--- src/rtl/multicycle_controller.sv ---
// ---------------------------------------------------------------------------
// MulticycleController
//   Multi-cycle sequencer for the 16-bit CPU datapath. Each instruction is
//   stepped through FETCH / DECODE / EXECUTE / MEMORY / WRITEBACK, and the
//   datapath controls are driven from the current state and the latched
//   opcode. The controller handshakes with a wait-state memory
//   (MemReq/MemReady) and with the iterative multiplier (MulStart/MulDone).
//
// Ports
//   Clock_i        system clock, rising edge
//   ResetN_i       asynchronous active-low reset
//   Opcode_i       instruction[15:13] from IR, only looked at in DECODE
//   MemReady_i     memory completes the current request this cycle
//   MulDone_i      multiplier result valid (single-cycle pulse)
//   PCWrite_o      PC <= PC+2
//   IRWrite_o      IR <= memory read data
//   IorD_o         memory address select (0 = PC, 1 = ALU result)
//   MemReq_o       memory request valid
//   MemRead_o      read request / read data select
//   MemWrite_o     write request
//   RegDst_o       register destination select (1 = rd, 0 = rt)
//   RegWrite_o     register-file write enable
//   MemToReg_o     writeback from memory data
//   ALUSrc_o       sign-extended immediate as ALU B operand
//   ALUOp_o        00 add, 01 sub (compare), 10 funct-decoded
//   Branch_o       PC <= target if ALU zero
//   MulStart_o     single-cycle multiplier start pulse
//   MulRegWrite_o  write multiplier result to register file
//   InstrRetired_o single-cycle pulse as an instruction completes
//   Halted_o       HALT executed, sticky until reset
//   Error_o        illegal opcode or multiply timeout, sticky until reset
//   State_o        current state encoding (debug)
// ---------------------------------------------------------------------------
module multicycle_controller #(
   parameter int MUL_TIMEOUT = 32,
   parameter int TCNT_W      = 6
) (
   input  logic       Clock_i,
   input  logic       ResetN_i,
   input  logic [2:0] Opcode_i,
   input  logic       MemReady_i,
   input  logic       MulDone_i,
   output logic       PCWrite_o,
   output logic       IRWrite_o,
   output logic       IorD_o,
   output logic       MemReq_o,
   output logic       MemRead_o,
   output logic       MemWrite_o,
   output logic       RegDst_o,
   output logic       RegWrite_o,
   output logic       MemToReg_o,
   output logic       ALUSrc_o,
   output logic [1:0] ALUOp_o,
   output logic       Branch_o,
   output logic       MulStart_o,
   output logic       MulRegWrite_o,
   output logic       InstrRetired_o,
   output logic       Halted_o,
   output logic       Error_o,
   output logic [3:0] State_o
);

   typedef enum logic [3:0] {
      ST_RST      = 4'd0,
      ST_FETCH    = 4'd1,
      ST_DECODE   = 4'd2,
      ST_EXEC     = 4'd3,
      ST_WB_ALU   = 4'd4,
      ST_MUL_WAIT = 4'd5,
      ST_MEMADDR  = 4'd6,
      ST_MEMACC   = 4'd7,
      ST_WB_MEM   = 4'd8,
      ST_BRANCH   = 4'd9,
      ST_HALT     = 4'd10,
      ST_ERROR    = 4'd11
   } state_t;

   localparam logic [2:0] OP_RALU = 3'b000;
   localparam logic [2:0] OP_MUL  = 3'b001;
   localparam logic [2:0] OP_ADDI = 3'b010;
   localparam logic [2:0] OP_LW   = 3'b011;
   localparam logic [2:0] OP_SW   = 3'b100;
   localparam logic [2:0] OP_BEQ  = 3'b101;
   localparam logic [2:0] OP_HALT = 3'b111;

   // Last watchdog value that is still allowed to wait for MulDone.
   localparam logic [TCNT_W-1:0] WD_LAST = TCNT_W'(MUL_TIMEOUT - 1);

   state_t            state_q, state_d;
   logic [2:0]        opReg_q;
   logic [TCNT_W-1:0] watchdog_q;
   logic              haltSeen_q;

   // State, latched opcode and multiply watchdog. The watchdog sits at zero
   // outside MUL_WAIT so every multiply starts counting from 0. haltSeen_q
   // marks that the first HALT cycle has passed, limiting the retire pulse
   // to the entry cycle.
   always_ff @(posedge Clock_i or negedge ResetN_i) begin
      if (!ResetN_i) begin
         state_q    <= ST_RST;
         opReg_q    <= '0;
         watchdog_q <= '0;
         haltSeen_q <= 1'b0;
      end else begin
         state_q <= state_d;
         if (state_q == ST_DECODE) begin
            opReg_q <= Opcode_i;
         end
         if (state_q == ST_MUL_WAIT) begin
            watchdog_q <= watchdog_q + 1'b1;
         end else begin
            watchdog_q <= '0;
         end
         haltSeen_q <= (state_q == ST_HALT);
      end
   end

   // Next-state and datapath controls. Everything is decoded from the state
   // and the latched opcode, except DECODE which must look at the live
   // opcode (it is only latched at the end of that cycle) and the handshake
   // cycles that react to MemReady / MulDone in the same cycle.
   always_comb begin
      state_d        = state_q;
      PCWrite_o      = 1'b0;
      IRWrite_o      = 1'b0;
      IorD_o         = 1'b0;
      MemReq_o       = 1'b0;
      MemRead_o      = 1'b0;
      MemWrite_o     = 1'b0;
      RegDst_o       = 1'b0;
      RegWrite_o     = 1'b0;
      MemToReg_o     = 1'b0;
      ALUSrc_o       = 1'b0;
      ALUOp_o        = 2'b00;
      Branch_o       = 1'b0;
      MulStart_o     = 1'b0;
      MulRegWrite_o  = 1'b0;
      InstrRetired_o = 1'b0;
      Halted_o       = 1'b0;
      Error_o        = 1'b0;
      case (state_q)
         ST_RST: begin
            state_d = ST_FETCH;
         end
         ST_FETCH: begin
            MemReq_o  = 1'b1;
            MemRead_o = 1'b1;
            if (MemReady_i) begin
               IRWrite_o = 1'b1;
               PCWrite_o = 1'b1;
               state_d   = ST_DECODE;
            end
         end
         ST_DECODE: begin
            case (Opcode_i)
               OP_RALU, OP_ADDI: state_d = ST_EXEC;
               OP_MUL: begin
                  MulStart_o = 1'b1;
                  state_d    = ST_MUL_WAIT;
               end
               OP_LW, OP_SW:     state_d = ST_MEMADDR;
               OP_BEQ:           state_d = ST_BRANCH;
               OP_HALT:          state_d = ST_HALT;
               default:          state_d = ST_ERROR;
            endcase
         end
         ST_EXEC: begin
            if (opReg_q == OP_RALU) begin
               ALUOp_o  = 2'b10;
               ALUSrc_o = 1'b0;
            end else begin
               ALUOp_o  = 2'b00;
               ALUSrc_o = 1'b1;
            end
            state_d = ST_WB_ALU;
         end
         ST_WB_ALU: begin
            RegWrite_o     = 1'b1;
            RegDst_o       = (opReg_q == OP_RALU);
            InstrRetired_o = 1'b1;
            state_d        = ST_FETCH;
         end
         ST_MUL_WAIT: begin
            // A MulDone arriving on the last allowed cycle still retires.
            if (MulDone_i) begin
               MulRegWrite_o  = 1'b1;
               RegDst_o       = 1'b1;
               InstrRetired_o = 1'b1;
               state_d        = ST_FETCH;
            end else if (watchdog_q == WD_LAST) begin
               state_d = ST_ERROR;
            end
         end
         ST_MEMADDR: begin
            ALUSrc_o = 1'b1;
            ALUOp_o  = 2'b00;
            state_d  = ST_MEMACC;
         end
         ST_MEMACC: begin
            MemReq_o   = 1'b1;
            IorD_o     = 1'b1;
            MemRead_o  = (opReg_q == OP_LW);
            MemWrite_o = (opReg_q == OP_SW);
            if (MemReady_i) begin
               if (opReg_q == OP_LW) begin
                  state_d = ST_WB_MEM;
               end else begin
                  InstrRetired_o = 1'b1;
                  state_d        = ST_FETCH;
               end
            end
         end
         ST_WB_MEM: begin
            RegWrite_o     = 1'b1;
            MemToReg_o     = 1'b1;
            RegDst_o       = 1'b0;
            InstrRetired_o = 1'b1;
            state_d        = ST_FETCH;
         end
         ST_BRANCH: begin
            Branch_o       = 1'b1;
            ALUOp_o        = 2'b01;
            ALUSrc_o       = 1'b0;
            InstrRetired_o = 1'b1;
            state_d        = ST_FETCH;
         end
         ST_HALT: begin
            Halted_o       = 1'b1;
            InstrRetired_o = !haltSeen_q;
         end
         ST_ERROR: begin
            Error_o = 1'b1;
         end
         default: begin
            state_d = ST_ERROR;
         end
      endcase
   end

   assign State_o = state_q;

endmodule
--- config.mk ---
export PLATFORM = sky130hd
export DESIGN_NAME = multicycle_controller
export DESIGN_NICKNAME = d
export VERILOG_FILES = /design/src/rtl/multicycle_controller.sv
export SDC_FILE = /design/constraint.sdc
export NUM_CORES = 1
export LEC_CHECK = 0
export ABC_AREA = 0
export CORE_ASPECT_RATIO = 1.2
export CORE_MARGIN = 5
export CORE_UTILIZATION = 35
export DETAILED_ROUTE_END_ITERATION = 10
export GPL_TIMING_DRIVEN = 0
export PLACE_DENSITY = 0.68
export SLEW_MARGIN = 15
export SYNTH_ARGS = -nofsm -noshare
export SYNTH_HDL_FRONTEND = slang
export SYNTH_SLANG_ARGS = --single-unit
--- constraint.sdc ---
create_clock -name Clock_i -period 1.6 [get_ports Clock_i]
set_input_delay 0.32 -clock Clock_i [delete_from_list [all_inputs] [get_ports Clock_i]]
set_output_delay 0.32 -clock Clock_i [all_outputs]
set_load 0.05 [all_outputs]
==> results.cfg, run 1 <==
[synth]
synth.top_cells.by_area = dfrtp_1 (35%), nor2_1 (5.6%), a21oi_1 (4.0%), nand2b_1 (3.8%), mux2_2 (3.4%)
synthAdderAreaFrac = 0.0125
yosys.area_share.xor_xnor = 0.0351
post_synth.cell_area_avg_sq_um = 8.82
synth_top_family_by_area = simple AND/OR/NAND/NOR gates
synth-main-ff-cell = dfrtp_1
synth_edf_count = 0
synth_fp_nets = 121
ys_seq_area_frac = 0.351
post_synth_instance_area_sq_um = 997
synth_top_area_cell = dfrtp_1
synth.ff_latch_count = 14
synth.mux.area_fraction = 0.0439
synth-simple-area-share = 0.324
ys_async_sr_fraction = 1.00
yosysWarnings = 0
syn_inst = 113
synth_top_area_share = 0.351
synth_compound_area_frac = 0.168
yosys.cell_types.count = 44

[layout]
drive_above_1_share = 0.628
n_antenna_cell = 0
final_nets = 192
area_delta_synth_final_pct = 110
layout.cells.non_filler = 217

[sta]
worst_pin_slew_ns = 0.661
rsz0062_at_grt = true
fin_worst_skew_ns = 0.00323
post-route-period-util = 1.23
hold_viol_final = 0
finalSetupViolations = 22
fin_ws_ns = -0.373
report.final.slew_viol_count = 0
slew_headroom = 0.558
max_freq_ghz = 0.507
period_minus_slack_ns = 1.97

[global_routing]
grt_busiest_layer = met2
use_met1 = 0.208
grt_usage = 0.165
use_met2 = 0.287
antenna_found_initial = 0
gr-total-overflow = 0
grt_max_degree = 15
grt_pass1_wl_um = 5120
grt_pass1_vias = 1108
grt.met3_usage = 0.0245

[clock_tree]
cts_tree = done
clock_sinks = 14
h-tree-depth = 1
cts_max_path_buffers = 2
cts_made_buffers = 3
clk_latency_ns = 0.27
clk_pin_slew_ns = 0.09
cts-root-buf = clkbuf_4

[die]
die_y_um = 68.5
rows = 21
die_x_um = 58.7
core-area_sq_um = 2760
start_util = 0.361
num_io_pins = 29
die_area_sq_um = 4020

[setup_path]
path_cells = or3_4 > nor2_4 > a21oi_2 > nor3_4 > buf_6
cp_slowest_cell = or3_4
rrSetupSlack_ns = -0.10
crit_path_max_fanout = 3
path_buf_inv = 1
cp-end-kind = output pin
worstSetupPathType = register to output pin
worstSetupEndpoint = RegDst_o
crit_start = opReg_q[2]
reg2regPathDepth = 6
slowest_delay_ns = 0.44
cp-start-kind = register
cp.arrival_ns = 1.65
r2r-end = State_o[0]
crit_family = simple AND/OR/NAND/NOR gates
regToRegStartpoint = State_o[2]
crit_required_ns = 1.28
path_depth = 5

[detailed_routing]
drc = 0
wire_per_inst_um = 18.0
drt-initial-drc-count = 53
antenna_left = 0
vias_per_cell = 5.43
vias = 1178
dr.pass1.iters = 4
routed_wl_um = 3920

[run_status]
status = complete, but fails checks
violations = setup timing

[run]
maxCapViolations = 0

[pwr]
powerDensity_nw_per_um2 = 2150
p_leak_nw = 0.895
max-vdd-ir-drop_mv = 1.34

[placement]
globalplace.congestion = 0.826
dpl.hpwl_um = 2080
port_buffers = 28
dp_slack_ns = -0.942
dpl.cell_count = 175

[hold_path]
hold_class = primary input to async pin
layer usage:
metal	part of all wire	vias up
met5	0	-
met4	0.048	0
met3	0.069	16
met2	0.52	58
met1	0.36	556
li1	-	548
through the flow:
step | util | instance area [sq um] | hold WS [ns] | setup TNS [ns] | power [W]
after global placement | 0.561 | 1550 | 0.469 | -13.06 | 0.00304
after detailed placement | 0.561 | 1550 | 0.469 | -13.31 | 0.00306
after CTS | 0.678 | 1870 | 0.467 | -4.49 | 0.00396
after global routing | 0.761 | 2100 | 0.482 | -6.11 | 0.00472
after floorplan | - | 1230 | 0.0244 | -4.05 | 0.00248
final | 0.761 | 2100 | 0.444 | -4.70 | 0.00452
report_power, final:
group | total [W] | leakage [nW] | internal, W | switching, W
registers | 0.000558 | 0.178 | 0.000467 | 0.0000912
logic | 0.00370 | 0.696 | 0.00173 | 0.00197
clock network | 0.000254 | 0.0210 | 0.000138 | 0.000116
layout by cell type, fill, tap and decap left out, types with 3 or more instances in the layout:
master / instances
nor3_4: 3
dfrtp_1: 10
dfrtp_2: 3
a21oi_1: 5
nand2b_4: 4
buf_6: 22
buf_4: 28
clkbuf_4: 3
nor2b_1: 3
clkdlybuf4s50_1: 5
xnor2_1: 3
nand3_1: 3
mux2_2: 3
nor2_4: 6
nor2_1: 9
buf_8: 12
synth_stat cells, drive strengths merged, types with 2 or more instances:
cell type and count:
nand2 4, nor2b 3, nor2 15, inv 2, nor4bb 2, mux2 3
buf 8, dfrtp 14, and3 4, nand2b 6, a21oi 8, nor3b 2
and2 2, nand3b 2, nor3 4, o21ai 5, nand3 4, xnor2 3
a31oi 2
registers in the layout (all words and copies together) (netlist names):
register	cells
State_o	4
opReg_q	3
watchdog_q	6
haltSeen_q	1
worst min path at each step:
stage                     cells past startpoint           from       endpoint
after floorplan                               0       ResetN_i     State_o[1]
after CTS                                     1       ResetN_i  watchdog_q[4]
after detailed placement                      1  watchdog_q[0]  watchdog_q[0]
after global routing                          1       ResetN_i  watchdog_q[2]
after global placement                        1  watchdog_q[0]  watchdog_q[0]
final                                         1       ResetN_i  watchdog_q[0]
cells by family after synthesis:
| logic type | after synthesis |
|---|---|
| AO/OA/AOI/OAI | 25 |
| XOR/XNOR | 4 |
| adder cells (fa/ha/maj) | 1 |
| buffers and inverters | 11 |
| flip-flops | 14 |
| multiplexers | 4 |
| AND/OR/NAND/NOR | 54 |
worst reg2reg max path, cell delays in order (launching register included):
cell and delay, ns:
dfrtp_2 0.43, buf_8 0.13, buf_4 0.13, nor4bb_1 0.15, o21ai_2 0.30, nand3_4 0.15
o32a_1 0.31
area by class of cell:
class,instances,area [sq um]
plain buffers,7,105
clock buffers,4,36.3
fillers,173,661
inverters,2,7.51
multi-input cells,88,863
flip-flops and latches,14,358
well taps,34,42.5
repair buffers,68,686
repair_timing:
item	CTS	global route
pin swaps	17	17
setup buffers	18	22
setup endpoints to repair	29	23
hold buffers	0	0
gates resized for setup	169	19
Power figures use the tool's default switching activity.
==> run 2: changes to the inputs <==
--- a/config.mk
+++ b/config.mk
@@ -11,8 +11,10 @@
 export CORE_UTILIZATION = 35
 export DETAILED_ROUTE_END_ITERATION = 10
 export GPL_TIMING_DRIVEN = 0
-export PLACE_DENSITY = 0.68
+export PLACE_DENSITY = 0.63
+export RECOVER_POWER = 25
 export SLEW_MARGIN = 15
 export SYNTH_ARGS = -nofsm -noshare
 export SYNTH_HDL_FRONTEND = slang
 export SYNTH_SLANG_ARGS = --single-unit
+export TNS_END_PERCENT = 100
==> run 2 against run 1 <==
- the flow still finishes with violations (setup timing)
- sequential share of layout area did not move
- critical endpoint is now InstrRetired_o
- fmax rose by 1.8%
- largest cell class unchanged
- routed wire length fell by 12%
==> results.cfg, run 2 (same netlist as run 1, synthesis figures left out) <==
[run_status]
status = complete, but fails checks
violations = setup timing

[detailed_routing]
highest_layer = met4
antenna_left = 0
vias = 1141
met3_length_um = 137
drc = 0
wl_met2_um = 1850
routed_wl_um = 3440
drt-initial-drc-count = 34
wire_per_inst_um = 16.2
met1Wirelength_um = 1390
vias_per_cell = 5.36
dr.pass1.iters = 4

[global_routing]
grt_pass1_wl_um = 5320
gr-total-overflow = 0
antenna_found_initial = 0
grt_max_degree = 15
grt_usage = 0.172
grt_pass1_vias = 1152

[layout]
layout_common_cells = buf_6 (24), buf_4 (22), buf_8 (11)
final_nets = 188
layout.cells.non_filler = 213
final_common_cell = buf_6
fillers = 186
top_register = watchdog_q
largest_reg_flops = 6
area_delta_synth_final_pct = 110
drive_above_1_share = 0.620
regArea_sq_um = 358
n_antenna_cell = 0
multi_input_area_sq_um = 851

[sta]
max_freq_ghz = 0.516
fin_worst_skew_ns = 0.00461
fin_ws_ns = -0.337
worst_pin_slew_ns = 0.628
post-route-period-util = 1.21
hold_viol_final = 0
rsz0062_at_grt = true
finalSetupViolations = 22
report.final.slew_viol_count = 0
period_minus_slack_ns = 1.94
slew_headroom = 0.580

[pwr]
p_comb_frac = 0.820
pwr-share-clk = 0.055
pwr-share-seq = 0.125
p_total_w = 0.00450
powerDensity_nw_per_um2 = 2150
max-vdd-ir-drop_mv = 1.21
swShare = 0.468
switchingPower_w = 0.00211
p_leak_nw = 0.890
cellInternalPower_w = 0.00240

[clock_tree]
clk_pin_slew_ns = 0.09
cts-root-buf = clkbuf_4
h-tree-depth = 1
cts_tree = done
clk_latency_ns = 0.27
cts_max_path_buffers = 2
clock_sinks = 14
ctsHoldBuffers = 0
cts_made_buffers = 3

[setup_path]
path_cells = buf_8 > nand2b_4 > nor2_4 > a31oi_2 > o21ai_4 > buf_6
cp.arrival_ns = 1.62
crit_required_ns = 1.28
cp-start-kind = register
cp-end-kind = output pin
worstSetupPathType = register to output pin
crit_path_max_fanout = 5
slowest_delay_ns = 0.45
cp_slowest_cell = dfrtp_2

[placement]
port_buffers = 28
globalplace.congestion = 0.865
dpl.cell_count = 175
dpl.hpwl_um = 2080

[die]
die_y_um = 68.5
num_io_pins = 29
die_x_um = 58.7
core-area_sq_um = 2760
start_util = 0.361
die_area_sq_um = 4020
rows = 21

[hold_path]
hold_class = register to register

[run]
maxCapViolations = 0
run 2: area by class of cell:
| cell class | instances | area share |
|---|---|---|
| Tap cell | 34 | 0.0203 |
| Clock buffer | 4 | 0.0173 |
| Multi-Input combinational cell | 88 | 0.405 |
| Buffer | 9 | 0.0704 |
| Inverter | 2 | 0.00358 |
| Sequential cell | 14 | 0.171 |
| Timing Repair Buffer | 62 | 0.312 |
run 2: final timing paths:
check,start,end,slack (ns),cells past startpoint
worst max-delay path,State_o[3],InstrRetired_o,-0.34,6
min in group asynchronous,ResetN_i,watchdog_q[5],0.50,1
worst min-delay path,watchdog_q[0],watchdog_q[0],0.48,1
worst min register to register,watchdog_q[0],watchdog_q[0],0.48,1
worst max register to register,State_o[1],State_o[3],-0.17,7
max in group asynchronous,ResetN_i,State_o[0],0.64,1
run 2: through the flow:
stage	setup WS (ns)	util	setup TNS, ns	hold slack, ns	instance area (sq um)
finish	-0.337	0.761	-4.94	0.475	2100
global route	-0.424	0.761	-6.43	0.528	2100
CTS	-0.368	0.706	-4.59	0.457	1950
detailed placement	-0.937	0.561	-13.34	0.473	1550
global placement	-0.939	0.561	-13.17	0.468	1550
floorplan	-0.503	-	-4.05	0.0244	1230
run 2: layer usage:
layer	global-route usage	vias to the layer above
li1	-	542
met1	0.196	554
met2	0.307	34
met3	0.0358	11
met4	0.0708	0
met5	0	-
run 2: what timing repair did:
item,in CTS,in global routing
setup buffers,18,14
gates resized for setup,171,18
pin swaps,20,10
setup endpoints to repair,28,25
gates cloned,2,0
run 2: power groups by stage:
stage / Combinational (W) / Clock, W / Sequential (W)
final: 0.00369 / 0.000248 / 0.000564
after global routing: 0.00387 / 0.000282 / 0.000583
after CTS: 0.00330 / 0.000261 / 0.000573
after detailed placement: 0.00246 / 0 / 0.000605
after global placement: 0.00245 / 0 / 0.000602
after floorplan: 0.00175 / 0 / 0.000734
run 2: worst max-delay path: cells and delay by family (launching register included):
kind | cells | cell delay [ns]
AOI/OAI and AO/OA | 2 | 0.21
buffers and inverters | 2 | 0.32
DFF | 1 | 0.45
and+or+nand+nor | 2 | 0.36
